### config.mk
export PLATFORM = sky130hd
export DESIGN_NAME = rv_pipe_ctrl_flat
export DESIGN_NICKNAME = d
export VERILOG_FILES = /design/src/rtl/rv_pipe_ctrl_if.sv /design/src/rtl/rv_pipe_ctrl.sv /design/src/flat_wrapper.sv
export SDC_FILE = /design/constraint.sdc
export NUM_CORES = 1
export LEC_CHECK = 0
export ABC_AREA = 1
export BUFFER_PORTS_ARGS = -buffer_cell sky130_fd_sc_hd__buf_2
export CORE_MARGIN = 2
export CORE_UTILIZATION = 50
export CTS_BUF_LIST = sky130_fd_sc_hd__clkbuf_4
export DETAILED_ROUTE_END_ITERATION = 16
export GPL_ROUTABILITY_DRIVEN = 0
export PLACE_DENSITY = 0.78
export SYNTH_ARGS = -nofsm -noshare
export SYNTH_HDL_FRONTEND = slang
export SYNTH_SLANG_ARGS = --single-unit
### constraint.sdc
create_clock -name clk_i -period 1.45 [get_ports clk_i]
set_input_delay 0 -clock clk_i [delete_from_list [all_inputs] [get_ports clk_i]]
set_output_delay 0 -clock clk_i [all_outputs]
set_load 0.01 [all_outputs]
### src/rtl/rv_pipe_ctrl_if.sv
// Control bundle between the pipeline stages and the hazard controller.
// master = pipeline side, slave = controller side.
interface rv_pipe_ctrl_if;
  logic        f_valid_i;
  logic        d_load_hazard_i;
  logic        x_valid_i;
  logic        x_branch_taken_i;
  logic        x_trap_i;
  logic        x_mc_start_i;
  logic        x_mc_done_i;
  logic        dm_busy_i;
  logic        perf_clr_i;
  logic        f_stall_o;
  logic        d_stall_o;
  logic        x_stall_o;
  logic        d_kill_o;
  logic        x_kill_o;
  logic        f_redirect_o;
  logic [2:0]  state_o;
  logic [15:0] stall_cnt_o;

  modport master (
    output f_valid_i, d_load_hazard_i, x_valid_i,
    output x_branch_taken_i, x_trap_i,
    output x_mc_start_i, x_mc_done_i,
    output dm_busy_i, perf_clr_i,
    input  f_stall_o, d_stall_o, x_stall_o,
    input  d_kill_o, x_kill_o, f_redirect_o,
    input  state_o, stall_cnt_o
  );

  modport slave (
    input  f_valid_i, d_load_hazard_i, x_valid_i,
    input  x_branch_taken_i, x_trap_i,
    input  x_mc_start_i, x_mc_done_i,
    input  dm_busy_i, perf_clr_i,
    output f_stall_o, d_stall_o, x_stall_o,
    output d_kill_o, x_kill_o, f_redirect_o,
    output state_o, stall_cnt_o
  );
endinterface

### src/rtl/rv_pipe_ctrl.sv
// Pipeline hazard controller: stalls, kills, redirects for a 3-stage core.
// Outputs are combinational from state and inputs.
module rv_pipe_ctrl #(
  parameter int G_KILL_CYCLES = 2
) (
  input  logic         clk_i,
  input  logic         rst_n_i,
  rv_pipe_ctrl_if.slave bus
);

  typedef enum logic [2:0] {
    RUN      = 3'd0,
    LOAD_BUB = 3'd1,
    MC_WAIT  = 3'd2,
    KILL     = 3'd3
  } state_t;

  localparam logic [2:0] KLOAD = 3'(G_KILL_CYCLES - 1);
  localparam bit MULTI = (G_KILL_CYCLES > 1);

  state_t      state, state_nxt;
  logic [2:0]  kcnt, kcnt_nxt;
  logic [15:0] cnt;
  logic        fs, ds, xs, dk, xk, fr;
  logic        redirect, mc_req, done;

  assign redirect = bus.x_valid_i &
                    (bus.x_branch_taken_i | bus.x_trap_i);
  assign mc_req   = bus.x_valid_i & bus.x_mc_start_i;
  assign done     = bus.x_mc_done_i;

  always_comb begin
    fs        = 1'b0;
    ds        = 1'b0;
    xs        = 1'b0;
    dk        = 1'b0;
    xk        = 1'b0;
    fr        = 1'b0;
    state_nxt = state;
    kcnt_nxt  = kcnt;
    if (bus.dm_busy_i) begin
      fs = 1'b1;
      ds = 1'b1;
      xs = 1'b1;
    end else if (redirect &&
                 (state == RUN || state == KILL)) begin
      fr        = 1'b1;
      dk        = 1'b1;
      kcnt_nxt  = KLOAD;
      state_nxt = MULTI ? KILL : RUN;
    end else begin
      case (state)
        RUN: begin
          // a started op that finishes the same cycle needs no stall
          if (mc_req) begin
            if (!done) begin
              fs        = 1'b1;
              ds        = 1'b1;
              xs        = 1'b1;
              xk        = 1'b1;
              state_nxt = MC_WAIT;
            end
          end else if (bus.d_load_hazard_i) begin
            fs        = 1'b1;
            ds        = 1'b1;
            xk        = 1'b1;
            state_nxt = LOAD_BUB;
          end
        end
        LOAD_BUB: state_nxt = RUN;
        MC_WAIT: begin
          if (!done) begin
            fs = 1'b1;
            ds = 1'b1;
            xs = 1'b1;
            xk = 1'b1;
          end else begin
            state_nxt = RUN;
          end
        end
        KILL: begin
          dk       = 1'b1;
          kcnt_nxt = kcnt - 3'd1;
          if (kcnt <= 3'd1) state_nxt = RUN;
        end
        default: begin
          state_nxt = RUN;
          kcnt_nxt  = 3'd0;
        end
      endcase
    end
  end

  always_ff @(posedge clk_i or negedge rst_n_i) begin
    if (!rst_n_i) begin
      state <= RUN;
      kcnt  <= 3'd0;
    end else begin
      state <= state_nxt;
      kcnt  <= kcnt_nxt;
    end
  end

  always_ff @(posedge clk_i or negedge rst_n_i) begin
    if (!rst_n_i) begin
      cnt <= 16'd0;
    end else if (bus.perf_clr_i) begin
      cnt <= 16'd0;
    end else if (ds && bus.f_valid_i && cnt != 16'hFFFF) begin
      cnt <= cnt + 16'd1;
    end
  end

  // inputs may be active during reset; outputs must still read idle
  assign bus.f_stall_o    = rst_n_i & fs;
  assign bus.d_stall_o    = rst_n_i & ds;
  assign bus.x_stall_o    = rst_n_i & xs;
  assign bus.d_kill_o     = rst_n_i & dk;
  assign bus.x_kill_o     = rst_n_i & xk;
  assign bus.f_redirect_o = rst_n_i & fr;
  assign bus.state_o      = state;
  assign bus.stall_cnt_o  = cnt;

endmodule

### src/flat_wrapper.sv
// flat-port wrapper written by rule: the top's interface ports become plain ports
module rv_pipe_ctrl_flat 
#(
  parameter int G_KILL_CYCLES = 2
)
  (clk_i, rst_n_i, bus_f_valid_i, bus_d_load_hazard_i, bus_x_valid_i, bus_x_branch_taken_i, bus_x_trap_i, bus_x_mc_start_i, bus_x_mc_done_i, bus_dm_busy_i, bus_perf_clr_i, bus_f_stall_o, bus_d_stall_o, bus_x_stall_o, bus_d_kill_o, bus_x_kill_o, bus_f_redirect_o, bus_state_o, bus_stall_cnt_o);
  rv_pipe_ctrl_if bus_i ();
  input  logic clk_i;
  input  logic rst_n_i;
  input wire logic [$bits(bus_i.f_valid_i)-1:0] bus_f_valid_i;
  input wire logic [$bits(bus_i.d_load_hazard_i)-1:0] bus_d_load_hazard_i;
  input wire logic [$bits(bus_i.x_valid_i)-1:0] bus_x_valid_i;
  input wire logic [$bits(bus_i.x_branch_taken_i)-1:0] bus_x_branch_taken_i;
  input wire logic [$bits(bus_i.x_trap_i)-1:0] bus_x_trap_i;
  input wire logic [$bits(bus_i.x_mc_start_i)-1:0] bus_x_mc_start_i;
  input wire logic [$bits(bus_i.x_mc_done_i)-1:0] bus_x_mc_done_i;
  input wire logic [$bits(bus_i.dm_busy_i)-1:0] bus_dm_busy_i;
  input wire logic [$bits(bus_i.perf_clr_i)-1:0] bus_perf_clr_i;
  output wire logic [$bits(bus_i.f_stall_o)-1:0] bus_f_stall_o;
  output wire logic [$bits(bus_i.d_stall_o)-1:0] bus_d_stall_o;
  output wire logic [$bits(bus_i.x_stall_o)-1:0] bus_x_stall_o;
  output wire logic [$bits(bus_i.d_kill_o)-1:0] bus_d_kill_o;
  output wire logic [$bits(bus_i.x_kill_o)-1:0] bus_x_kill_o;
  output wire logic [$bits(bus_i.f_redirect_o)-1:0] bus_f_redirect_o;
  output wire logic [$bits(bus_i.state_o)-1:0] bus_state_o;
  output wire logic [$bits(bus_i.stall_cnt_o)-1:0] bus_stall_cnt_o;
  assign bus_i.f_valid_i = bus_f_valid_i;
  assign bus_i.d_load_hazard_i = bus_d_load_hazard_i;
  assign bus_i.x_valid_i = bus_x_valid_i;
  assign bus_i.x_branch_taken_i = bus_x_branch_taken_i;
  assign bus_i.x_trap_i = bus_x_trap_i;
  assign bus_i.x_mc_start_i = bus_x_mc_start_i;
  assign bus_i.x_mc_done_i = bus_x_mc_done_i;
  assign bus_i.dm_busy_i = bus_dm_busy_i;
  assign bus_i.perf_clr_i = bus_perf_clr_i;
  assign bus_f_stall_o = bus_i.f_stall_o;
  assign bus_d_stall_o = bus_i.d_stall_o;
  assign bus_x_stall_o = bus_i.x_stall_o;
  assign bus_d_kill_o = bus_i.d_kill_o;
  assign bus_x_kill_o = bus_i.x_kill_o;
  assign bus_f_redirect_o = bus_i.f_redirect_o;
  assign bus_state_o = bus_i.state_o;
  assign bus_stall_cnt_o = bus_i.stall_cnt_o;
  rv_pipe_ctrl #(.G_KILL_CYCLES(G_KILL_CYCLES)) u_core (.clk_i(clk_i), .rst_n_i(rst_n_i), .bus(bus_i));
endmodule
==> impl_metrics.json <==
{
  "die_x_um": 60.13,
  "die_area_um2": 3616,
  "clkSlewWorstSetupHoldPaths_ns": 0.12,
  "reg2reg_setup_slack_ns": -0.17,
  "crit_type": "reg -> out",
  "vdd_drop_max_uv": 1076,
  "cts_max_path_buffers": 2,
  "seq_power_share": 0.298,
  "p_leak_nw": 1.191,
  "port_buffers": 34,
  "cts_buffers": 3,
  "vias_per_cell": 5.219,
  "io_pins": 36,
  "ys_seq_area_frac": 0.3336,
  "drtIter0Drc": 123,
  "p_switching_mw": 0.9780,
  "cts_root_buf": "clkbuf_4",
  "synth-xor-area-share": 0.04448,
  "whs_path_depth": 5,
  "grt_max_degree": 33,
  "rr_startpoint": "u_core.bus.state_o[0]",
  "drc": 0,
  "start_kind": "flip-flop",
  "first_global_vias": 1556,
  "arrival_ns": 1.72,
  "synthDistinctLibCells": 28,
  "final_common_cell": "nand2_1",
  "finalPower_mw": 2.383,
  "synth_adder_area_share": 0.04766,
  "combPwrFrac": 0.572,
  "yosys.area_share.simple": 0.4178,
  "setup_viol": 27,
  "drt-total-wl_mm": 4.458,
  "violations": "negative setup slack",
  "grt_overflow": 0,
  "hold_viol": 0,
  "clock-sinks": 21,
  "max_cap_viol_count": 0,
  "dr.pass1.iters": 4,
  "synthMuxAreaShare": 0,
  "rsz0062_at_grt": "true",
  "r2r_cells": 10,
  "post-route-util": 0.7202,
  "antenna_cells": 0,
  "wl_per_cell_um": 13.35,
  "internal_power_mw": 1.405,
  "fmax_mhz": 582.5,
  "die_y_um": 60.13,
  "timing.final.crit_period_ns": 1.717,
  "dp_hpwl_mm": 2.820,
  "syn_avg_cell_area_um2": 6.849,
  "required_ns": 1.45,
  "cts_tree": "yes",
  "clkPwrFrac": 0.130,
  "dpl_worst_slack_ns": -0.06259,
  "antenna_found_initial": 0,
  "hold_class": "in -> reg",
  "ys_warn_count": 0,
  "skew_ns": 0.01434,
  "hold_ws_ns": 0.06814,
  "cts_max_level": 1,
  "core_um2": 3028,
  "initial_core_util": 0.5202,
  "outcome": "finished with violations",
  "crit_chain": "inv_2 -> ha_4 -> nand4_1 -> buf_4 -> nand2_2 -> nand2_1 -> a21oi_2 -> buf_2",
  "mostFrequentLayoutCells": "59 x nand2_1, 31 x buf_2, 28 x nand3_1, 25 x inv_1, 22 x buf_4",
  "layout_setup_ws_ns": -0.2668,
  "ant_nets": 0,
  "tns_ns": -4.149,
  "timing.rr.end": "u_core.bus.stall_cnt_o[9]",
  "endpoint_kind": "output pin",
  "dp_cells": 324,
  "cpMaxStageDelayCell": "dfrtp_1",
  "powerDensity_nw_per_um2": 1093,
  "worstHoldStart": "bus_f_valid_i",
  "placed_area_um2": 1951,
  "syn-cell-area_um2": 1575,
  "syn_inst": 230,
  "slowest_delay_ns": 0.41,
  "syn_to_final_growth_pct": 38.44,
  "synth-seq-cells": 21,
  "post-route-cell-area_um2": 2181,
  "final_cells": 334,
  "track_usage": 0.2493,
  "drv_slew": 0,
  "drive_above_1_share": 0.3379,
  "switching_share": 0.4103,
  "period_share": 1.184,
  "clock_latency_ns": 0.32,
  "critical_path_peak_fanout": 3,
  "row_count": 20,
  "syn_nets": 247,
  "fin_nets": 308,
  "synth_top_family_by_area": "simple AND/OR/NAND/NOR gates",
  "vias": 1743,
  "grt_pass1_wl_mm": 6.755,
  "synth_compound_area_frac": 0.04686,
  "whs_endpoint": "u_core.bus.stall_cnt_o[15]"
}
metal layers:
metal  up-vias  global-route usage  share of wire
met5         -                   0              0
met4         0              0.1016          0.041
met3        16             0.03896          0.045
met2        52              0.4301           0.50
met1       808              0.3064           0.41
li1        867                   -              -
cell usage after synthesis:
cell type  instances  area, um2
o21ai_2            1      8.760
nand3b_1           1      7.510
o21ai_1            6      30.03
xor2_1             7      61.31
nand3_1           30      150.1
conb_1             1      3.750
nand4_1           17      106.4
dfrtp_1           21      525.5
nor3_1             1      5.000
nand4_2            1      12.51
nor2_1            19      71.32
buf_1              2      7.510
buf_4              2      15.01
nand2_1           63      236.5
nand2_2            2      12.51
inv_2              4      15.01
nand3_2            1      10.01
o21ai_0            1      5.000
xnor2_1            1      8.760
clkinv_1           1      3.750
nor2_4             2      22.52
buf_6              1      11.26
nand2_4            1      11.26
nor2_2             2      12.51
buf_2              3      15.01
ha_1               6      75.07
a21oi_1            6      30.03
inv_1             27      101.4
cell families (layout without fill, tap and decap cells):
group           Yosys count  count (layout)
other cells               1               1
simple gates            140             140
fa+ha+maj                 6               6
flops                    21              21
compound gates           14              14
buf+inv                  40             100
xor+xnor                  8               8
power groups by stage:
stage | sequential, mW | combinational (mW) | clock, mW
after floorplan | 0.739 | 0.533 | 0
after global placement | 0.704 | 0.893 | 0
after detailed placement | 0.707 | 0.906 | 0
after CTS | 0.699 | 1.15 | 0.314
after global routing | 0.718 | 1.49 | 0.345
final | 0.710 | 1.36 | 0.311
worst max-delay path, delay by kind of cell (launching register included):
kind	cells	cell delay, ns
adder cells (fa/ha/maj)	1	0.15
AND/OR/NAND/NOR	3	0.27
flip-flops	1	0.41
buffers and inverters	3	0.43
AO/OA/AOI/OAI	1	0.14
what timing repair did:
| action | CTS | global route |
|---|---|---|
| gates cloned | 0 | 0 |
| setup buffers | 4 | 1 |
| endpoints found under the setup margin | 27 | 27 |
| endpoints found under the hold margin | 21 | 0 |
| pin swaps | 9 | 11 |
| hold buffers | 1 | 0 |
| gates resized for setup | 17 | 19 |
flip-flops by register name, summed over array words and instances (netlist names):
name / cells
u_core.bus.stall_cnt_o: 16
u_core.bus.state_o: 2
u_core.kcnt: 3
layout make-up:
type / count / area, um2
flip-flops and latches: 21 / 525.5
repair buffers: 64 / 442.9
fillers: 240 / 847.1
clock buffers: 4 / 30.03
multi-input cells: 169 / 1002
well taps: 44 / 55.05
inverters: 32 / 125.1
worst max path at each step:
stage	start	slack, ns	depth (start not counted)	end
6_report	u_core.bus.state_o[0]	-0.27	8	bus_x_stall_o
4_1_cts	u_core.bus.state_o[1]	-0.22	8	bus_d_kill_o
2_1_floorplan	u_core.bus.state_o[0]	-0.15	9	u_core.bus.stall_cnt_o[4]
3_5_place_dp	u_core.bus.state_o[0]	-0.06	9	u_core.bus.stall_cnt_o[1]
3_3_place_gp	u_core.bus.state_o[0]	-0.03	9	u_core.bus.stall_cnt_o[0]
5_1_grt	u_core.bus.state_o[0]	-0.35	8	bus_x_stall_o
(Power assumes the default switching activity.)
